## src/rtl/align_shifter_pipe_if.sv

```systemverilog
// Handshake bundle for align_shifter_pipe.
//   in_*  : operation channel (valid/ready, operand, shift amount, mode, tag)
//   out_* : result channel (valid/ready, shifted data, sticky, tag)
// modport slave  : the shifter's view
// modport master : the producer/consumer's view
interface align_shifter_pipe_if #(
  parameter int WIDTH = 8,
  parameter int TAGW  = 4
);
  localparam int SHW = $clog2(WIDTH) + 1;

  logic             in_valid;
  logic             in_ready;
  logic [WIDTH-1:0] in_data;
  logic [SHW-1:0]   in_shamt;
  logic [1:0]       in_mode;
  logic [TAGW-1:0]  in_tag;

  logic             out_valid;
  logic             out_ready;
  logic [WIDTH-1:0] out_data;
  logic             out_sticky;
  logic [TAGW-1:0]  out_tag;

  modport slave (
    input  in_valid, in_data, in_shamt, in_mode, in_tag, out_ready,
    output in_ready, out_valid, out_data, out_sticky, out_tag
  );

  modport master (
    output in_valid, in_data, in_shamt, in_mode, in_tag, out_ready,
    input  in_ready, out_valid, out_data, out_sticky, out_tag
  );
endinterface

```

## src/rtl/align_shifter_pipe.sv

```systemverilog
// Pipelined barrel shifter with sticky-bit collection.
// One stage per shift-amount bit (MSB first), each stage registered, so the
// latency is SHW cycles. The whole pipe stalls when the result is held.
// Ports:
//   clk, rst : clock, synchronous active-high reset
//   bus      : align_shifter_pipe_if.slave (in_* operation, out_* result)
// Modes: 00 logical right, 01 arithmetic right, 10 logical left, 11 rotate right.
module align_shifter_pipe #(
  parameter int WIDTH = 8,
  parameter int TAGW  = 4
) (
  input  logic                  clk,
  input  logic                  rst,
  align_shifter_pipe_if.slave   bus
);
  localparam int SHW = $clog2(WIDTH) + 1;

  // One shift step by a fixed amount s. Returns {any_bit_lost, result}.
  // The s == WIDTH step is identity for rotate so the amount wraps modulo WIDTH.
  function automatic logic [WIDTH:0] shift_step(input logic [WIDTH-1:0] d,
                                                input logic [1:0] mode,
                                                input logic en,
                                                input int s);
    logic [WIDTH-1:0] ones;
    logic [WIDTH-1:0] r;
    logic [WIDTH-1:0] lost;
    ones = '1;
    r    = d;
    lost = '0;
    if (en) begin
      case (mode)
        2'b00: begin
          r    = d >> s;
          lost = d & ~(ones << s);
        end
        2'b01: begin
          // MSB still holds the original sign after earlier arithmetic steps
          r    = (d >> s) | (d[WIDTH-1] ? ~(ones >> s) : '0);
          lost = d & ~(ones << s);
        end
        2'b10: begin
          r    = d << s;
          lost = d & ~(ones >> s);
        end
        default: begin
          if (s < WIDTH) r = (d >> s) | (d << (WIDTH - s));
        end
      endcase
    end
    return {|lost, r};
  endfunction

  // Stage registers; mode/shamt are not needed after the last stage.
  logic             vld_p  [SHW];
  logic [WIDTH-1:0] data_p [SHW];
  logic             stk_p  [SHW];
  logic [TAGW-1:0]  tag_p  [SHW];
  logic [1:0]       mode_p [SHW-1];
  logic [SHW-1:0]   sh_p   [SHW-1];

  // Stage inputs (previous register, or the input port for stage 0)
  logic             src_vld  [SHW];
  logic [WIDTH-1:0] src_data [SHW];
  logic             src_stk  [SHW];
  logic [TAGW-1:0]  src_tag  [SHW];
  logic [1:0]       src_mode [SHW];
  logic [SHW-1:0]   src_sh   [SHW];
  logic [WIDTH:0]   step_res [SHW];

  logic advance;

  assign advance      = !vld_p[SHW-1] || bus.out_ready;
  assign bus.in_ready = advance;

  for (genvar k = 0; k < SHW; k++) begin : g_stage
    if (k == 0) begin : g_first
      assign src_vld[k]  = bus.in_valid;
      assign src_data[k] = bus.in_data;
      assign src_stk[k]  = 1'b0;
      assign src_tag[k]  = bus.in_tag;
      assign src_mode[k] = bus.in_mode;
      assign src_sh[k]   = bus.in_shamt;
    end else begin : g_next
      assign src_vld[k]  = vld_p[k-1];
      assign src_data[k] = data_p[k-1];
      assign src_stk[k]  = stk_p[k-1];
      assign src_tag[k]  = tag_p[k-1];
      assign src_mode[k] = mode_p[k-1];
      assign src_sh[k]   = sh_p[k-1];
    end
    assign step_res[k] = shift_step(src_data[k], src_mode[k], src_sh[k][SHW-1-k],
                                    1 << (SHW - 1 - k));
  end

  // Stage boundary: valids advance together, cleared by reset
  always_ff @(posedge clk) begin
    if (rst) begin
      for (int k = 0; k < SHW; k++) vld_p[k] <= 1'b0;
    end else if (advance) begin
      for (int k = 0; k < SHW; k++) vld_p[k] <= src_vld[k];
    end
  end

  // Stage boundary: payload advances with the valids; only the output stage is cleared
  always_ff @(posedge clk) begin
    if (rst) begin
      data_p[SHW-1] <= '0;
      stk_p[SHW-1]  <= 1'b0;
      tag_p[SHW-1]  <= '0;
    end else if (advance) begin
      for (int k = 0; k < SHW; k++) begin
        data_p[k] <= step_res[k][WIDTH-1:0];
        stk_p[k]  <= src_stk[k] | step_res[k][WIDTH];
        tag_p[k]  <= src_tag[k];
      end
      for (int k = 0; k < SHW - 1; k++) begin
        mode_p[k] <= src_mode[k];
        sh_p[k]   <= src_sh[k];
      end
    end
  end

  assign bus.out_valid  = vld_p[SHW-1];
  assign bus.out_data   = data_p[SHW-1];
  assign bus.out_sticky = stk_p[SHW-1];
  assign bus.out_tag    = tag_p[SHW-1];
endmodule

```

## src/flat_wrapper.sv

```systemverilog
// flat-port wrapper written by rule: the top's interface ports become plain ports
module align_shifter_pipe_flat 
#(
  parameter int WIDTH = 8,
  parameter int TAGW  = 4
)
  (clk, rst, bus_in_valid, bus_in_data, bus_in_shamt, bus_in_mode, bus_in_tag, bus_out_ready, bus_in_ready, bus_out_valid, bus_out_data, bus_out_sticky, bus_out_tag);
  align_shifter_pipe_if #(.WIDTH(WIDTH), .TAGW(TAGW)) bus_i ();
  input  logic clk;
  input  logic rst;
  input wire logic [$bits(bus_i.in_valid)-1:0] bus_in_valid;
  input wire logic [$bits(bus_i.in_data)-1:0] bus_in_data;
  input wire logic [$bits(bus_i.in_shamt)-1:0] bus_in_shamt;
  input wire logic [$bits(bus_i.in_mode)-1:0] bus_in_mode;
  input wire logic [$bits(bus_i.in_tag)-1:0] bus_in_tag;
  input wire logic [$bits(bus_i.out_ready)-1:0] bus_out_ready;
  output wire logic [$bits(bus_i.in_ready)-1:0] bus_in_ready;
  output wire logic [$bits(bus_i.out_valid)-1:0] bus_out_valid;
  output wire logic [$bits(bus_i.out_data)-1:0] bus_out_data;
  output wire logic [$bits(bus_i.out_sticky)-1:0] bus_out_sticky;
  output wire logic [$bits(bus_i.out_tag)-1:0] bus_out_tag;
  assign bus_i.in_valid = bus_in_valid;
  assign bus_i.in_data = bus_in_data;
  assign bus_i.in_shamt = bus_in_shamt;
  assign bus_i.in_mode = bus_in_mode;
  assign bus_i.in_tag = bus_in_tag;
  assign bus_i.out_ready = bus_out_ready;
  assign bus_in_ready = bus_i.in_ready;
  assign bus_out_valid = bus_i.out_valid;
  assign bus_out_data = bus_i.out_data;
  assign bus_out_sticky = bus_i.out_sticky;
  assign bus_out_tag = bus_i.out_tag;
  align_shifter_pipe #(.WIDTH(WIDTH), .TAGW(TAGW)) u_core (.clk(clk), .rst(rst), .bus(bus_i));
endmodule
```

## config.mk

```make
export PLATFORM = sky130hd
export DESIGN_NAME = align_shifter_pipe_flat
export DESIGN_NICKNAME = d
export VERILOG_FILES = /design/src/rtl/align_shifter_pipe_if.sv /design/src/rtl/align_shifter_pipe.sv /design/src/flat_wrapper.sv
export SDC_FILE = /design/constraint.sdc
export NUM_CORES = 1
export LEC_CHECK = 0
export ABC_AREA = 1
export ABC_CLOCK_PERIOD_IN_PS = 5600
export BUFFER_PORTS_ARGS = -buffer_cell sky130_fd_sc_hd__buf_2
export CELL_PAD_IN_SITES_DETAIL_PLACEMENT = 0
export CELL_PAD_IN_SITES_GLOBAL_PLACEMENT = 1
export CORE_MARGIN = 1.5
export CORE_UTILIZATION = 51
export CTS_BUF_LIST = sky130_fd_sc_hd__clkbuf_8
export DETAILED_ROUTE_END_ITERATION = 12
export PLACE_DENSITY_LB_ADDON = 0.1
export SLEW_MARGIN = 20
export SYNTH_ARGS = -nofsm -noshare
export SYNTH_HDL_FRONTEND = slang
export SYNTH_SLANG_ARGS = --single-unit
```

## constraint.sdc

```tcl
create_clock -name clk -period 5.6 [get_ports clk]
set_input_delay 1.12 -clock clk [delete_from_list [all_inputs] [get_ports clk]]
set_output_delay 1.12 -clock clk [all_outputs]
set_load 0.005 [all_outputs]
```

==> metrics.txt, run 1 <==
Int Power 0.850 mW; PwrDens 331 nW/um2; Max FO, Critical Path 2; slew margin rel. 0.327; fin crit period 2.59 ns; Fin Setup TNS 0 ns; Max stage delay on crit path 0.12 ns; top cell type's share of synthesized area 0.692; drt pass-1 iters 4; Routed wire per std cell 11.2 um; leading cell types by count after synthesis edfxtp_1 (68), nand2_1 (52), nor2_1 (45); most common cell in the netlist edfxtp_1; Seq/Total Area, Yosys 0.692; Syn Inst Count 275; most frequent CP cell buf_2; CTS hold repair buffers 0; Top Metal Used met4; Area growth syn-to-layout 14.0%; area of the core 5540 um2; Iter 0 DRT Violations 101; Starting Density 0.533; routed via count 1906; Setup-failing EPs final 0; Post-synth top flop edfxtp_1; WL met2 2360 um; fin nets 338; post-synthesis instance area 2950 um2; switching share of power 0.237; synth top area cells edfxtp_1 (69%), nand2_1 (6.6%), nor2_1 (5.7%), inv_1 (5.1%), nand3_1 (3.4%); DR DRC count 0; Syn Nets 297; CTS resizes 0; Synth area leader edfxtp_1; CTS tree yes; Max-Cap Viols 0; port bufs 36; CTS buffer count 9; GRT Overall Usage 0.165; asr flop ratio synth 0; clock slew at reported path FFs 0.08 ns; flop and latch count out of synthesis 68; width of the die 79.1 um; H-tree depth 3; antenna cells 0; Critical Path RT 4.48 ns; crit end category output pin; vias in the first global route 1771; CTS sink cnt 68; syn avg cell area 10.7 um2; post-CTS setup buffers 0; IR drop worst, VDD 170 uV; Max Slew Vio Count 0; Lkg Pwr 1.50 nW; critical path cell sequence buf_2 > inv_1 > nand2_2 > buf_2; IO Count 37; WS Path Type in2out; layout cells sized above 1 0.196; antenna violations before repair 0; met3 WL 161 um; total chip power 1.11 mW; Root Driver clkbuf_8; worst slew pin tran 1.01 ns; M1 WL 1800 um; Rows 27; register share of total power 0.567; hold violation count in the final report 0; die area 6250 um2; WP buf/inv 3; dpl hpwl 3030 um; first-pass GRT wire length 7690 um; CP max-delay cell buf_2; fmax 0.386 GHz; Final Skew 0.00568 ns; combinational power share 0.075; Non-Filler Instances 393; HP Class reg2reg; Netlist cell types 17; worst-case clock buffer depth 2; total grt overflow 0; power share of the clock group 0.357; antenna-violating nets left 0; final WL 4420 um; Synthesis Warnings 0; Placed Cells 377; Top delay family on crit path buffers and inverters; vias per inst 4.85; Crit path arrival time 1.47 ns; status finished clean; switching power 0.264 mW; Worst-Skew Late Latency 0.33 ns; placer congestion estimate 0.846; die height 79.1 um; CP startpoint kind primary input; pin count of the biggest net entering global routing 53; final worst-path cycle share 0.462; number of flops mapped to enable cells by yosys 68; RSZ-0062 raised after global routing false
==> final cells by class <==
type	instances	area, um2
fill	456	2170
sequential	68	2040
multi-input combinational	157	689
timing repair buffer	36	180
inverter	44	165
clock buffer	9	124
tap	72	90.1
clock inverter	7	75.1
==> cells by family after synthesis <==
family | synth area share
AND/OR/NAND/NOR | 0.183
flip-flops | 0.692
buffers and inverters | 0.0746
AO/OA/AOI/OAI | 0.0504
==> worst register-to-register path, stage by stage, from the launching register on <==
cell and delay [ns]:
edfxtp_1 0.42, nand2_2 0.10, nand2_2 0.21, inv_2 0.81
==> state kept, by name (all words and copies together), names as in the netlist <==
name and flops:
u_core.data_p 32, u_core.mode_p 6, u_core.sh_p 6, u_core.stk_p 4, u_core.tag_p 16, u_core.vld_p 4
==> power by group through the flow <==
stage / logic [mW] / clock network [mW] / registers [mW]
after floorplan: 0.0632 / 0 / 0.635
after global placement: 0.0830 / 0 / 0.643
after detailed placement: 0.0847 / 0 / 0.643
after CTS: 0.0851 / 0.406 / 0.632
after global routing: 0.0999 / 0.428 / 0.637
final: 0.0836 / 0.398 / 0.632
==> path summary, 6_finish.rpt <==
path	slack (ns)	end	cells after the start	from
max	3.01	bus_in_ready	4	bus_out_ready
max reg2reg	3.65	u_core.data_p[1][3]	3	u_core.vld_p[3]
min	0.42	u_core.sh_p[0][4]	0	u_core.sh_p[0][0]
min reg2reg	0.42	u_core.sh_p[0][4]	0	u_core.sh_p[0][0]
==> per-layer routing <==
metal,vias up,GRT usage
met3,9,0.0379
li1,991,-
met2,45,0.295
met1,861,0.173
met4,0,0.104
met5,-,0
==> through the flow <==
| stage | util | hold WS (ns) | setup slack [ns] | instance area [um2] |
|---|---|---|---|---|
| 2_1_floorplan | - | 0.400 | 2.83 | 2950 |
| 3_3_place_gp | 0.572 | 0.401 | 2.88 | 3170 |
| 3_5_place_dp | 0.572 | 0.405 | 2.83 | 3170 |
| 4_1_cts | 0.607 | 0.424 | 3.01 | 3370 |
| 5_1_grt | 0.607 | 0.433 | 2.99 | 3370 |
| 6_report | 0.607 | 0.422 | 3.01 | 3370 |
==> cells in the final DEF, fill, tap and decap left out, drive strengths merged <==
| cell type | netlist | final |
|---|---|---|
| inv | 44 | 46 |
| edfxtp | 68 | 68 |
| buf | 5 | 36 |
| a21oi | 11 | 11 |
| o21ai | 18 | 18 |
| nand4 | 4 | 4 |
| clkbuf | 1 | 9 |
| nand3b | 2 | 2 |
| clkinv | 0 | 4 |
| bufinv | 0 | 1 |
| nor2 | 46 | 46 |
| nand3 | 20 | 20 |
| nand2 | 56 | 56 |
Power figures use the tool's default switching activity.
==> run 2: changes to the inputs <==
ABC_AREA = 0   (was 1)
ABC_CLOCK_PERIOD_IN_PS = 2400   (was 5600)
CORE_UTILIZATION = 49   (was 51)
clock period = 2.4 ns   (was 5.6 ns; I/O delays follow)
==> run 2 against run 1 <==
Flip-flop and latch count stayed put. Hold slack worse by 0.11 ns. Synthesized cell count shrank 25%. Die area shrank 0.28%. Via count is 9.2% lower. Clock skew increased by 0.0020 ns. Critical path depth did not move. Synthesized area down 4.2%. Register-to-register slack got worse by 3.0 ns. Critical path type is now reg2reg. Largest cell class unchanged.
==> metrics.txt, run 2 <==
placer congestion estimate 0.848 (was 0.846); HP Class in2reg (was reg2reg); Post-synth top flop edfxtp_1 (unchanged); Rows 27 (unchanged); antenna cells 0 (unchanged); Compound-Gate Fraction of Synth Area 0.0881 (was 0.0504); port bufs 36 (unchanged); number of flops mapped to enable cells by yosys 68 (unchanged); antenna-violating nets left 0 (unchanged); Placed Cells 307 (was 377); GRT Overall Usage 0.155 (was 0.165); hold violation count in the final report 0 (unchanged); Non-Filler Instances 323 (was 393); routed via count 1731 (was 1906); Synthesis Warnings 0 (unchanged); layout cells sized above 1 0.239 (was 0.196); total grt overflow 0 (unchanged); largest family of logic cells by synthesized area simple AND/OR/NAND/NOR gates (unchanged); Netlist cell types 31 (was 17); post-synthesis instance area 2830 um2 (was 2950 um2); RSZ-0062 raised after global routing false (unchanged); first-pass GRT wire length 7160 um (was 7690 um); CTS buffer count 9 (unchanged); fin nets 268 (was 338); die area 6240 um2 (was 6250 um2); clock slew at reported path FFs 0.07 ns (was 0.08 ns); post-CTS setup buffers 0 (unchanged); drt pass-1 iters 4 (unchanged); CTS tree yes (unchanged); area of the core 5540 um2 (unchanged); worst slew pin tran 0.730 ns (was 1.01 ns); Seq/Total Area, Yosys 0.722 (was 0.692); crit end category flip-flop (was output pin); mux contribution to synthesized area 0.0473 (was 0); Max-Cap Viols 0 (unchanged); IO Count 37 (unchanged); Worst-Skew Late Latency 0.34 ns (was 0.33 ns); syn avg cell area 13.7 um2 (was 10.7 um2); CTS sink cnt 68 (unchanged); Lkg Pwr 1.32 nW (was 1.50 nW); status finished clean (unchanged); Max Slew Vio Count 0 (unchanged); Setup-failing EPs final 0 (unchanged); max reg flops 32 (unchanged); Final Util 0.594 (was 0.607); CTS hold repair buffers 0 (unchanged); commonest non-fill, non-tap cell in the layout edfxtp_1 (unchanged); Synth Area in XOR/XNOR 0 (unchanged); Post-Synth Simple-Gate Area 0.111 (was 0.183); IR drop worst, VDD 462 uV (was 170 uV); total chip power 2.65 mW (was 1.11 mW); CTS resizes 0 (unchanged); Syn Nets 228 (was 297); PwrDens 807 nW/um2 (was 331 nW/um2); Critical Path RT 2.38 ns (was 4.48 ns); Worst Hold Slack 0.310 ns (was 0.422 ns); WS Path Type reg2reg (was in2out); Most flops, register u_core.data_p (unchanged); pre-CTS setup slack 0.482 ns (was 2.83 ns); Fin Setup TNS 0 ns (unchanged); Max FO, Critical Path 51 (was 2); dpl hpwl 3120 um (was 3030 um); pin count of the biggest net entering global routing 52 (was 53); Iter 0 DRT Violations 82 (was 101); design area 3290 um2 (was 3370 um2); final WL 4480 um (was 4420 um); Root Driver clkbuf_8 (unchanged); flop and latch count out of synthesis 68 (unchanged); fin crit period 1.74 ns; width of the die 79.0 um (was 79.1 um); antenna violations before repair 0 (unchanged); top cell type's share of synthesized area 0.722 (was 0.692); die height 79.0 um (was 79.1 um); asr flop ratio synth 0 (unchanged); synth top area cells edfxtp_1 (72%), mux2i_1 (3.5%), nand2_1 (3.1%), a21oi_1 (2.5%), nor2_1 (2.0%) (was edfxtp_1 (69%), nand2_1 (6.6%), nor2_1 (5.7%), inv_1 (5.1%), nand3_1 (3.4%)); worst-case clock buffer depth 2 (unchanged); Final Skew 0.00769 ns (was 0.00568 ns); Layout fillers 450 (was 456); DR DRC count 0 (unchanged); vias in the first global route 1632 (was 1771); Crit path arrival time 1.72 ns (was 1.47 ns); vias per inst 5.36 (was 4.85); slew margin rel. 0.512 (was 0.327); min setup slack post-route 0.660 ns (was 3.01 ns); CP startpoint kind flip-flop (was primary input); H-tree depth 3 (unchanged); Routed wire per std cell 13.9 um (was 11.2 um); fmax 0.575 GHz; Area growth syn-to-layout 16.3% (was 14.0%); Placement Cell Area 3080 um2 (was 3170 um2); most common cell in the netlist edfxtp_1 (unchanged); Starting Density 0.510 (was 0.533); leading cell types by count after synthesis edfxtp_1 (68), nand2_1 (23), nor2_1 (15) (was edfxtp_1 (68), nand2_1 (52), nor2_1 (45)); commonest cells after routing, fill and taps aside edfxtp_1 (68), buf_2 (36), nand2_1 (23) (was edfxtp_1 (68), nand2_1 (52), nor2_1 (45)); final worst-path cycle share 0.725; biggest regs u_core.data_p x32, u_core.tag_p x16 (unchanged); adder-cell area share of the yosys netlist 0 (unchanged); Syn Inst Count 206 (was 275); Synth area leader edfxtp_1 (unchanged)
run 2: cell count changes in the layout (fill, tap and decap cells not counted), moves of 8 or more:
cell,before,now
nor2_1,45,15
nand2_1,52,23
o21ai_0,16,4
and3_1,0,8
mux2i_1,0,10
nand3_1,20,2
inv_1,39,11
run 2: layout make-up:
type / instances / area (um2) / share of cell area
clock buffer: 9 / 124 / 0.0377
clock inverter: 7 / 90.1 / 0.0274
inverter: 12 / 45.0 / 0.0137
tap: 72 / 90.1 / 0.0274
sequential: 68 / 2040 / 0.621
timing repair buffer: 39 / 203 / 0.0616
multi-input combinational: 116 / 696 / 0.211
run 2: final timing paths:
check	from	cells after the start	slack, ns	end
worst max-delay path	u_core.vld_p[3]	4	0.66	u_core.data_p[2][4]
worst min-delay path	bus_in_shamt[1]	1	0.31	u_core.sh_p[0][1]
worst max register to register	u_core.vld_p[3]	4	0.66	u_core.data_p[2][4]
worst min register to register	u_core.sh_p[0][0]	0	0.42	u_core.sh_p[0][4]
run 2: cell families after synthesis:
kind of cell | count (synthesis)
flip-flops | 68
AND/OR/NAND/NOR | 64
AO/OA/AOI/OAI | 39
buffers and inverters | 22
multiplexers | 13
run 2: metal layers:
layer  vias up  part of all wire  global-route usage
met4         0             0.023              0.0825
met1       819              0.39               0.156
met5         -                 0                   0
met3        12             0.052              0.0540
li1        847                 -                   -
met2        53              0.54               0.278
run 2: power by group:
part	leakage (nW)	internal (mW)	switching, mW
combinational	0.514	0.0856	0.0932
clock	0.107	0.581	0.426
sequential	0.699	1.41	0.0576
total	1.32	2.08	0.577
run 2: worst max-delay path, cell delays in order, from the launching register on:
cell and delay, ns:
edfxtp_1 0.39, nand2b_1 0.28, nand2_1 0.13, clkinv_1 0.06, buf_4 0.50
